--- config.mk ---
export PLATFORM = sky130hd
export DESIGN_NAME = oam_dma_arbiter
export DESIGN_NICKNAME = d
export VERILOG_FILES = /design/src/rtl/oam_dma_arbiter_pkg.sv /design/src/rtl/oam_dma_engine.sv /design/src/rtl/oam_dma_arbiter.sv
export SDC_FILE = /design/constraint.sdc
export NUM_CORES = 1
export LEC_CHECK = 0
export ABC_AREA = 1
export BUFFER_PORTS_ARGS = -buffer_cell sky130_fd_sc_hd__buf_2
export CAP_MARGIN = 40
export CORE_UTILIZATION = 30
export CTS_CLUSTER_SIZE = 25
export DETAILED_ROUTE_END_ITERATION = 10
export SYNTH_ARGS = -nofsm -noshare
export SYNTH_HDL_FRONTEND = slang
export SYNTH_HIERARCHICAL = 1
export SYNTH_SLANG_ARGS = --single-unit
--- constraint.sdc ---
create_clock -name clk -period 2.1 [get_ports clk]
set_input_delay 0.21 -clock clk [delete_from_list [all_inputs] [get_ports clk]]
set_output_delay 0.21 -clock clk [all_outputs]
set_load 0.005 [all_outputs]
--- src/rtl/oam_dma_arbiter_pkg.sv ---
`default_nettype none
// +----------------------------------------------------------------------+
// | oam_dma_arbiter_pkg                                                  |
// | Shared types, addresses and helpers for the OAM DMA bus arbiter.     |
// | Rev 1.0                                                              |
// +----------------------------------------------------------------------+
package oam_dma_arbiter_pkg;

  localparam int unsigned DMA_LEN  = 160;
  localparam logic [15:0] OAM_BASE = 16'hFE00;
  localparam logic [15:0] DMA_REG  = 16'hFF46;
  localparam logic [15:0] HRAM_LO  = 16'hFF80;
  localparam logic [15:0] HRAM_HI  = 16'hFFFE;
  localparam logic [7:0]  LAST_IDX = 8'(DMA_LEN - 1);
  localparam logic [7:0]  ECHO_LO  = 8'hE0;
  localparam logic [7:0]  ECHO_OFS = 8'h20;

  typedef enum logic [1:0] {DMA_IDLE, DMA_START, DMA_READ, DMA_WRITE} dma_state_t;
  typedef enum logic [1:0] {RSRC_MEM, RSRC_HRAM, RSRC_DMAREG, RSRC_FF} rsrc_t;

  // Pages in the echo-RAM window fold back onto work RAM.
  function automatic logic [7:0] src_page(input logic [7:0] page);
    return (page >= ECHO_LO) ? (page - ECHO_OFS) : page;
  endfunction

endpackage
`default_nettype wire

--- src/rtl/oam_dma_engine.sv ---
`default_nettype none
// +----------------------------------------------------------------------+
// | oam_dma_engine                                                       |
// | OAM DMA sequencer: FSM, byte index and source/destination addresses. |
// | Rev 1.0                                                              |
// +----------------------------------------------------------------------+
module oam_dma_engine
  import oam_dma_arbiter_pkg::*;
(
  input  logic        clk,
  input  logic        rst_n,
  input  logic        i_trigger,
  input  logic [7:0]  i_page,
  input  logic [7:0]  i_mem_rdata,
  output logic        o_active,
  output logic        o_done,
  output logic        o_mem_rd,
  output logic        o_mem_wr,
  output logic [15:0] o_mem_addr,
  output logic [7:0]  o_mem_wdata,
  output logic [7:0]  o_page
);

  dma_state_t r_state;
  dma_state_t w_state_nxt;
  logic [7:0] r_idx;
  logic [7:0] w_idx_nxt;
  logic [7:0] r_page;
  logic       r_done;
  logic       w_done_nxt;

  always_ff @(posedge clk or negedge rst_n) begin
    if (!rst_n) begin
      r_state <= DMA_IDLE;
      r_idx   <= 8'h00;
      r_page  <= 8'h00;
      r_done  <= 1'b0;
    end else begin
      r_state <= w_state_nxt;
      r_idx   <= w_idx_nxt;
      r_done  <= w_done_nxt;
      if (i_trigger) begin
        r_page <= i_page;
      end
    end
  end

  always_comb begin
    w_state_nxt = r_state;
    w_idx_nxt   = r_idx;
    w_done_nxt  = 1'b0;
    o_mem_rd    = 1'b0;
    o_mem_wr    = 1'b0;
    o_mem_addr  = 16'h0000;
    o_mem_wdata = 8'h00;
    case (r_state)
      DMA_IDLE:  w_state_nxt = DMA_IDLE;
      DMA_START: w_state_nxt = DMA_READ;
      DMA_READ: begin
        o_mem_rd    = 1'b1;
        o_mem_addr  = {src_page(r_page), r_idx};
        w_state_nxt = DMA_WRITE;
      end
      DMA_WRITE: begin
        o_mem_wr    = 1'b1;
        o_mem_addr  = OAM_BASE + {8'h00, r_idx};
        o_mem_wdata = i_mem_rdata;
        if (r_idx == LAST_IDX) begin
          w_state_nxt = DMA_IDLE;
          w_done_nxt  = 1'b1;
        end else begin
          w_state_nxt = DMA_READ;
          w_idx_nxt   = r_idx + 8'd1;
        end
      end
      default: w_state_nxt = DMA_IDLE;
    endcase
    // A new trigger restarts from byte 0 and suppresses any completion pulse.
    if (i_trigger) begin
      w_state_nxt = DMA_START;
      w_idx_nxt   = 8'h00;
      w_done_nxt  = 1'b0;
    end
  end

  assign o_active = (r_state != DMA_IDLE);
  assign o_done   = r_done;
  assign o_page   = r_page;

endmodule
`default_nettype wire

--- src/rtl/oam_dma_arbiter.sv ---
`default_nettype none
// +----------------------------------------------------------------------+
// | oam_dma_arbiter                                                      |
// | Arbitrates the main memory bus between CPU and OAM DMA; HRAM and the |
// | DMA register stay reachable while DMA owns the bus.                  |
// | Rev 1.0                                                              |
// +----------------------------------------------------------------------+
module oam_dma_arbiter
  import oam_dma_arbiter_pkg::*;
(
  input  logic        clk,
  input  logic        rst_n,
  input  logic [15:0] i_cpu_addr,
  input  logic [7:0]  i_cpu_wdata,
  input  logic        i_cpu_rd,
  input  logic        i_cpu_wr,
  output logic [7:0]  o_cpu_rdata,
  output logic [15:0] o_mem_addr,
  output logic [7:0]  o_mem_wdata,
  output logic        o_mem_rd,
  output logic        o_mem_wr,
  input  logic [7:0]  i_mem_rdata,
  output logic [6:0]  o_hram_addr,
  output logic [7:0]  o_hram_wdata,
  output logic        o_hram_wr,
  input  logic [7:0]  i_hram_rdata,
  output logic        o_dma_active,
  output logic        o_dma_done
);

  logic        w_is_hram;
  logic        w_is_dmareg;
  logic        w_is_bus;
  logic        w_trigger;
  logic        w_dma_active;
  logic        w_dma_rd;
  logic        w_dma_wr;
  logic [15:0] w_dma_addr;
  logic [7:0]  w_dma_wdata;
  logic [7:0]  w_page;
  rsrc_t       w_rsrc;
  logic [7:0]  w_rdata_sel;

  rsrc_t       r_rsrc;
  logic        r_rd_pend;
  logic [7:0]  r_rdata_hold;

  assign w_is_hram   = (i_cpu_addr >= HRAM_LO) && (i_cpu_addr <= HRAM_HI);
  assign w_is_dmareg = (i_cpu_addr == DMA_REG);
  assign w_is_bus    = !(w_is_hram || w_is_dmareg);
  assign w_trigger   = i_cpu_wr && w_is_dmareg;

  oam_dma_engine u_engine (
    .clk         (clk),
    .rst_n       (rst_n),
    .i_trigger   (w_trigger),
    .i_page      (i_cpu_wdata),
    .i_mem_rdata (i_mem_rdata),
    .o_active    (w_dma_active),
    .o_done      (o_dma_done),
    .o_mem_rd    (w_dma_rd),
    .o_mem_wr    (w_dma_wr),
    .o_mem_addr  (w_dma_addr),
    .o_mem_wdata (w_dma_wdata),
    .o_page      (w_page)
  );

  // START counts as active, so the CPU is already locked out in the dead cycle.
  always_comb begin
    o_mem_addr  = 16'h0000;
    o_mem_wdata = 8'h00;
    o_mem_rd    = 1'b0;
    o_mem_wr    = 1'b0;
    if (w_dma_active) begin
      o_mem_addr  = w_dma_addr;
      o_mem_wdata = w_dma_wdata;
      o_mem_rd    = w_dma_rd;
      o_mem_wr    = w_dma_wr;
    end else if (w_is_bus) begin
      o_mem_addr  = i_cpu_addr;
      o_mem_wdata = i_cpu_wdata;
      o_mem_rd    = i_cpu_rd;
      o_mem_wr    = i_cpu_wr;
    end
  end

  assign o_hram_addr  = i_cpu_addr[6:0];
  assign o_hram_wdata = i_cpu_wdata;
  assign o_hram_wr    = i_cpu_wr && w_is_hram;
  assign o_dma_active = w_dma_active;

  always_comb begin
    if (w_is_hram) begin
      w_rsrc = RSRC_HRAM;
    end else if (w_is_dmareg) begin
      w_rsrc = RSRC_DMAREG;
    end else if (w_dma_active) begin
      w_rsrc = RSRC_FF;
    end else begin
      w_rsrc = RSRC_MEM;
    end
  end

  always_comb begin
    case (r_rsrc)
      RSRC_MEM:    w_rdata_sel = i_mem_rdata;
      RSRC_HRAM:   w_rdata_sel = i_hram_rdata;
      RSRC_DMAREG: w_rdata_sel = w_page;
      default:     w_rdata_sel = 8'hFF;
    endcase
  end

  always_ff @(posedge clk or negedge rst_n) begin
    if (!rst_n) begin
      r_rd_pend    <= 1'b0;
      r_rsrc       <= RSRC_MEM;
      r_rdata_hold <= 8'h00;
    end else begin
      r_rd_pend <= i_cpu_rd;
      if (i_cpu_rd) begin
        r_rsrc <= w_rsrc;
      end
      if (r_rd_pend) begin
        r_rdata_hold <= w_rdata_sel;
      end
    end
  end

  // Read data arrives combinationally from the 1-cycle memories, then is held.
  assign o_cpu_rdata = r_rd_pend ? w_rdata_sel : r_rdata_hold;

endmodule
`default_nettype wire

---- After elaboration in Yosys (flattened, before gate mapping) ----
Index checks and enable logic that the tools add are counted.
W data, S select, Z words.
storage, ports and cells
  logic and storage cells ................. 57
  input port bits ......................... 44
  output and inout bits ................... 52
  register bits ........................... 30
operators by class
  equality and inequality tests ........... 8
  add/subtract/negate cells ............... 3
  order comparisons ....................... 3
  muxes and demuxes ....................... 27
  reductions and logical operators ........ 9
operators by type and width
  cell                     count
  $mux W8                  8
  $mux W16                 2
  $pmux W16 S2             1
  $pmux W8 S3              1
  $eq A16 B16 Y1 const B   1
  $ge A16 B16 Y1 const B   1
  $le A16 B16 Y1 const B   1
  $add A10 B9 Y11 const A  1
  $mux W2                  5
  $mux W1                  9
  $add A8 B1 Y8 const B    1
  $eq A8 B8 Y1 const B     1
  $ge A8 B8 Y1 const B     1
  $pmux W2 S4              1
  $sub A8 B6 Y8 const B    1
  $eq A2 B2 Y1 const B     3
  $eq A2 B1 Y1 const B     2
  $logic_not A2 Y1         2
  $reduce_bool A2 Y1       2
  $logic_and A1 B1 Y1      3
  $ne A2 B1 Y1 const B     1
  $reduce_and A2 Y1        1
  $logic_or A1 B1 Y1       1

---- Logic depth before layout (Yosys ltp) ----
  depth after elaboration ................. 5
  gate-level depth with buffers ........... 12

---- Cells and area by module ----
Netlist, hierarchy kept.
by module, submodules not included
  module           cells each  instances  area an instance (um^2)  seq. area each (um^2)
  oam_dma_arbiter  210         1          1,196.1                  275.3
  oam_dma_engine   163         1          1,142.3                  475.5

---- Least setup slack after synthesis ----
OpenSTA, ideal clock, no wires.
  path type ............................... input to register
  from .................................... input i_cpu_addr[9]
  to ...................................... register u_engine.r_idx[3]
  stages on the path ...................... 12
  path slack .............................. 0.630 ns
  arrival time ............................ 1.352 ns
  setup time .............................. 0.118 ns
  path through ............................ nand2_1 -> nor2_1 -> nand2_1 -> clkinv_1 -> nand2_1 -> nor2_1 -> inv_1 -> nand3_1 -> nand2_2 -> buf_6 -> nand2_1 -> o21ai_2
between the ends
  longest elaborated chain between the ends .. 4
  elaborated cells between the ends (all ways) .. 6
  those cells by class .................... 2 x eq/ne; 1 x mux; 3 x reduce/logical
RTL lines
  element                                                                     RTL line               source
  from (decl)                                                                 oam_dma_arbiter.sv:13  input logic [15:0] i_cpu_addr,
  $eq A16 B16 Y1 *                                                            oam_dma_arbiter.sv:49  assign w_is_dmareg = (i_cpu_addr == DMA_REG);
  $logic_and A1 B1 Y1 *                                                       oam_dma_arbiter.sv:51  assign w_trigger = i_cpu_wr && w_is_dmareg;
  net w_trigger                                                               oam_dma_arbiter.sv:34  logic w_trigger;
  $ne A2 B1 Y1 (no source line) / $reduce_bool A2 Y1 (equally long branches)  -
  $reduce_and A2 Y1 (no source line)                                          -
  to (signal assigned)                                                        oam_dma_engine.sv:40   r_idx <= w_idx_nxt;
  to (decl)                                                                   oam_dma_engine.sv:26   logic [7:0] r_idx;
Mark *: on every way through the listed nets, which the timed path passes. The rest lies on a longest branch.
A chain may end at the register's enable or synchronous reset.

---- Worst setup path in the final report ----
  from .................................... register u_engine.r_state[0]
  to ...................................... output o_mem_addr[13]
between the ends
  longest elaborated chain between the ends .. 3
  elaborated cells between the ends (all ways) .. 5
  those cells by class .................... 2 x eq/ne; 2 x mux; 1 x reduce/logical
RTL lines
  element                 RTL line               source
  from (decl)             oam_dma_engine.sv:24   dma_state_t r_state;
  from (signal assigned)  oam_dma_engine.sv:39   r_state <= w_state_nxt;
  $eq A2 B2 Y1            oam_dma_engine.sv:56   case (r_state)
  $pmux W16 S2            oam_dma_engine.sv:56
  $mux W16 *              oam_dma_arbiter.sv:74  if (w_dma_active) begin
  to (decl)               oam_dma_arbiter.sv:18  output logic [15:0] o_mem_addr,
Every way passes the cells marked *; elsewhere a longest branch is shown, timed or not.

==> flow_metrics.py <==
metrics = {
    "status": {
        "status": "complete, no violations",
    },
    "yosys": {
        "ys_top_cells_by_count": "nand2_1, inv_1, nand3_1",
        "yosys.area.top_type_share_pct": 32.1,
        "syn_area_per_cell_um2": 6.27,
        "yosysSeqAreaShare_pct": 32.1,
        "synthesis.nets": 419,
        "synthTopCellsByArea": "dfrtp_1, nand2_1, nand3_1",
        "ys_types": 27,
        "ys_ff_latch": 30,
        "yosysWarnings": 6,
        "netlist_area_mm2": 0.00234,
        "synthArstFlopShare_pct": 100,
        "yosysTopAreaCell": "dfrtp_1",
        "synthFlopType": "dfrtp_1",
        "synth_edf_count": 0,
        "postSynthCellCount": 373,
        "synth.most_common_cell": "nand2_1",
    },
    "placed_design": {
        "dp_hpwl_um": 5270,
        "finalWeightedCongestion": 0.799,
        "place_ws_ns": 0.246,
        "portBuffers": 95,
    },
    "worst_setup_path": {
        "startpoint_type": "register",
        "cpPeakStageDelay_ns": 0.37,
        "crit_top_cell": "nand2_1",
        "path_class": "register to output pin",
        "crit_family": "simple AND/OR/NAND/NOR gates",
        "worstPathMaxFanout": 13,
        "cp.arrival_ns": 1.76,
        "required_ns": 1.89,
        "path_cells": "inv_1, nand2_1, nor2_4, nand3_1, nand2_1, buf_2",
        "end_kind": "output pin",
        "worst_path_max_delay_cell": "dfrtp_1",
        "critPathBufInv": 2,
    },
    "floorplanning": {
        "io_pins": 96,
        "die-area_mm2": 0.00815,
        "core_mm2": 0.00741,
        "fp-row-count": 31,
        "die_h_um": 90.3,
        "die_x_um": 90.3,
        "initial_core_util_pct": 31.6,
    },
    "cells_and_area": {
        "fillers": 830,
        "num_antenna_cells": 0,
        "drive_gt1_share_pct": 26.2,
        "final_nets": 497,
        "syn_to_final_growth_pct": 23.3,
        "utilization_pct": 38.9,
    },
    "sta": {
        "tightest_slew_ns": 0.706,
        "worst_slack_ns": 0.134,
        "fmax_mhz": 509,
        "setup_viol": 0,
        "relSlewSlack_pct": 53.0,
        "drv_slew": 0,
        "timing.final.crit_share_pct": 93.6,
        "rsz0062_at_grt": "no",
        "hold_violations": 0,
        "fin_skew_ns": 0.0102,
        "min_period_ns": 1.97,
        "finalSetupTns_ns": 0,
    },
    "clock_network": {
        "cts_buffers": 5,
        "clockRootBuffer": "clkbuf_8",
        "h-tree-depth": 2,
        "ctsLongestPathBuffers": 2,
        "post_cts_buffers": 0,
        "cts_tree": "done",
        "clkLatencyLatePin_ns": 0.29,
        "cts.clk_slew.worst_paths_ns": 0.07,
        "cts.sink_count": 30,
    },
    "global_routing": {
        "grt_use_total_pct": 17.5,
        "grt_max_degree": 31,
        "grt_pass1_wl_um": 11700,
        "overflow": 0,
        "grt_pass1_vias": 2392,
        "antenna_found_initial": 0,
    },
    "power_and_ir_drop": {
        "power_leakage_uw": 0.00167,
        "ir_worst_vdd_mv": 0.376,
        "power_uw": 1710,
        "p_per_area_mw_per_mm2": 595,
    },
    "worst_hold_path": {
        "hold_class": "input port to register",
    },
    "drt": {
        "viasPerCell": 4.63,
        "vias": 2544,
        "drtIter0Drc": 146,
        "first_pass_iters": 4,
        "drt-wirelength-per-cell_um": 12.5,
        "ant_nets": 0,
        "drc": 0,
        "wl_um": 6850,
    },
    "job": {
        "drv_cap": 0,
    },
}
## worst reg2reg max path, cell delays in order (launching register included)
cell     delay, ns
dfrtp_1       0.38
buf_4         0.18
nand2_1       0.35
nand2_1       0.12
nand2_2       0.27
o21ai_0       0.14
## path summary, 6_finish.rpt
| kind | slack [ns] | startpoint | depth (start not counted) | endpoint |
|---|---|---|---|---|
| worst max-delay path | 0.13 | u_engine/r_state[0]$_DFF_PN0_ | 6 | o_mem_addr[13] |
| worst min-delay path | 0.09 | i_cpu_rd | 1 | r_rd_pend$_DFF_PN0_ |
| worst max register to register | 0.52 | u_engine/r_state[1]$_DFF_PN0_ | 5 | u_engine/r_idx[7]$_DFFE_PN0P_ |
| worst min register to register | 0.53 | r_rdata_hold[3]$_DFF_PN0_ | 2 | r_rdata_hold[3]$_DFF_PN0_ |
| max in group asynchronous | 1.13 | rst_n | 2 | u_engine/r_idx[7]$_DFFE_PN0P_ |
| min in group asynchronous | 0.51 | rst_n | 2 | r_rdata_hold[0]$_DFF_PN0_ |
## cell usage in the layout (no fill, tap or decap), types with 2 or more instances in the layout
| cell | count |
|---|---|
| nand2_2 | 2 |
| inv_1 | 46 |
| nand3_1 | 40 |
| o21ai_1 | 3 |
| nor2_4 | 3 |
| a21oi_1 | 12 |
| buf_4 | 4 |
| ha_1 | 2 |
| a31oi_1 | 7 |
| o21ai_2 | 3 |
| o21bai_1 | 2 |
| dfrtp_1 | 30 |
| nor2_1 | 37 |
| clkbuf_8 | 6 |
| buf_2 | 95 |
| o21ai_0 | 12 |
| nand2_1 | 136 |
## kinds of logic after synthesis
group / count (synthesis) / share of synthesized area, %
DFF: 30 / 32.1
and+or+nand+nor: 223 / 39.8
buffers and inverters: 77 / 16.9
AOI/OAI and AO/OA: 41 / 10.1
adders and majority gates: 2 / 1.07
## stage by stage
stage,std cells,hold WS [ns],area [um^2]
finish,550,0.0944,2880
global placement,541,0.298,2750
detailed placement,541,0.300,2750
global route,550,0.0932,2880
floorplan,373,-0.0856,2340
CTS,550,0.0856,2880
## state kept, by name, summed over array words and instances, names as in the netlist
signal            cells
r_rd_pend             1
u_engine/o_done       1
u_engine/o_page       8
u_engine/r_state      2
u_engine/r_idx        8
r_rdata_hold          8
r_rsrc                2
## metal layers
| metal | wire length [um] | vias to the layer above | GRT usage [%] |
|---|---|---|---|
| met5 | 0 | - | 0 |
| met4 | 21 | 0 | 2.42 |
| met3 | 440 | 2 | 4.29 |
| met2 | 3190 | 82 | 29.5 |
| met1 | 3200 | 1155 | 23.2 |
| li1 | - | 1305 | - |
## layout make-up
cell class / count / area (um^2) / share of cell area [%]
inverters: 47 / 176 / 6.12
repair buffers: 100 / 515 / 17.9
clock buffers: 6 / 82.6 / 2.86
multi-input cells: 267 / 1200 / 41.8
well taps: 99 / 124 / 4.30
flip-flops and latches: 30 / 751 / 26.0
clock inverters: 1 / 30.0 / 1.04
## where the power goes
| group | internal, uW | total [uW] | switching [uW] |
|---|---|---|---|
| Clock | 379 | 600 | 221 |
| Combinational | 184 | 407 | 223 |
| Sequential | 636 | 707 | 71.0 |
## what timing repair did
item	in CTS	in global routing
hold buffers	1	0
resized for setup	0	1
endpoints found under the setup margin	4	13
cloned	1	0
pin swaps	1	0
hold endpoints to repair	25	0
(Power assumes the default switching activity.)
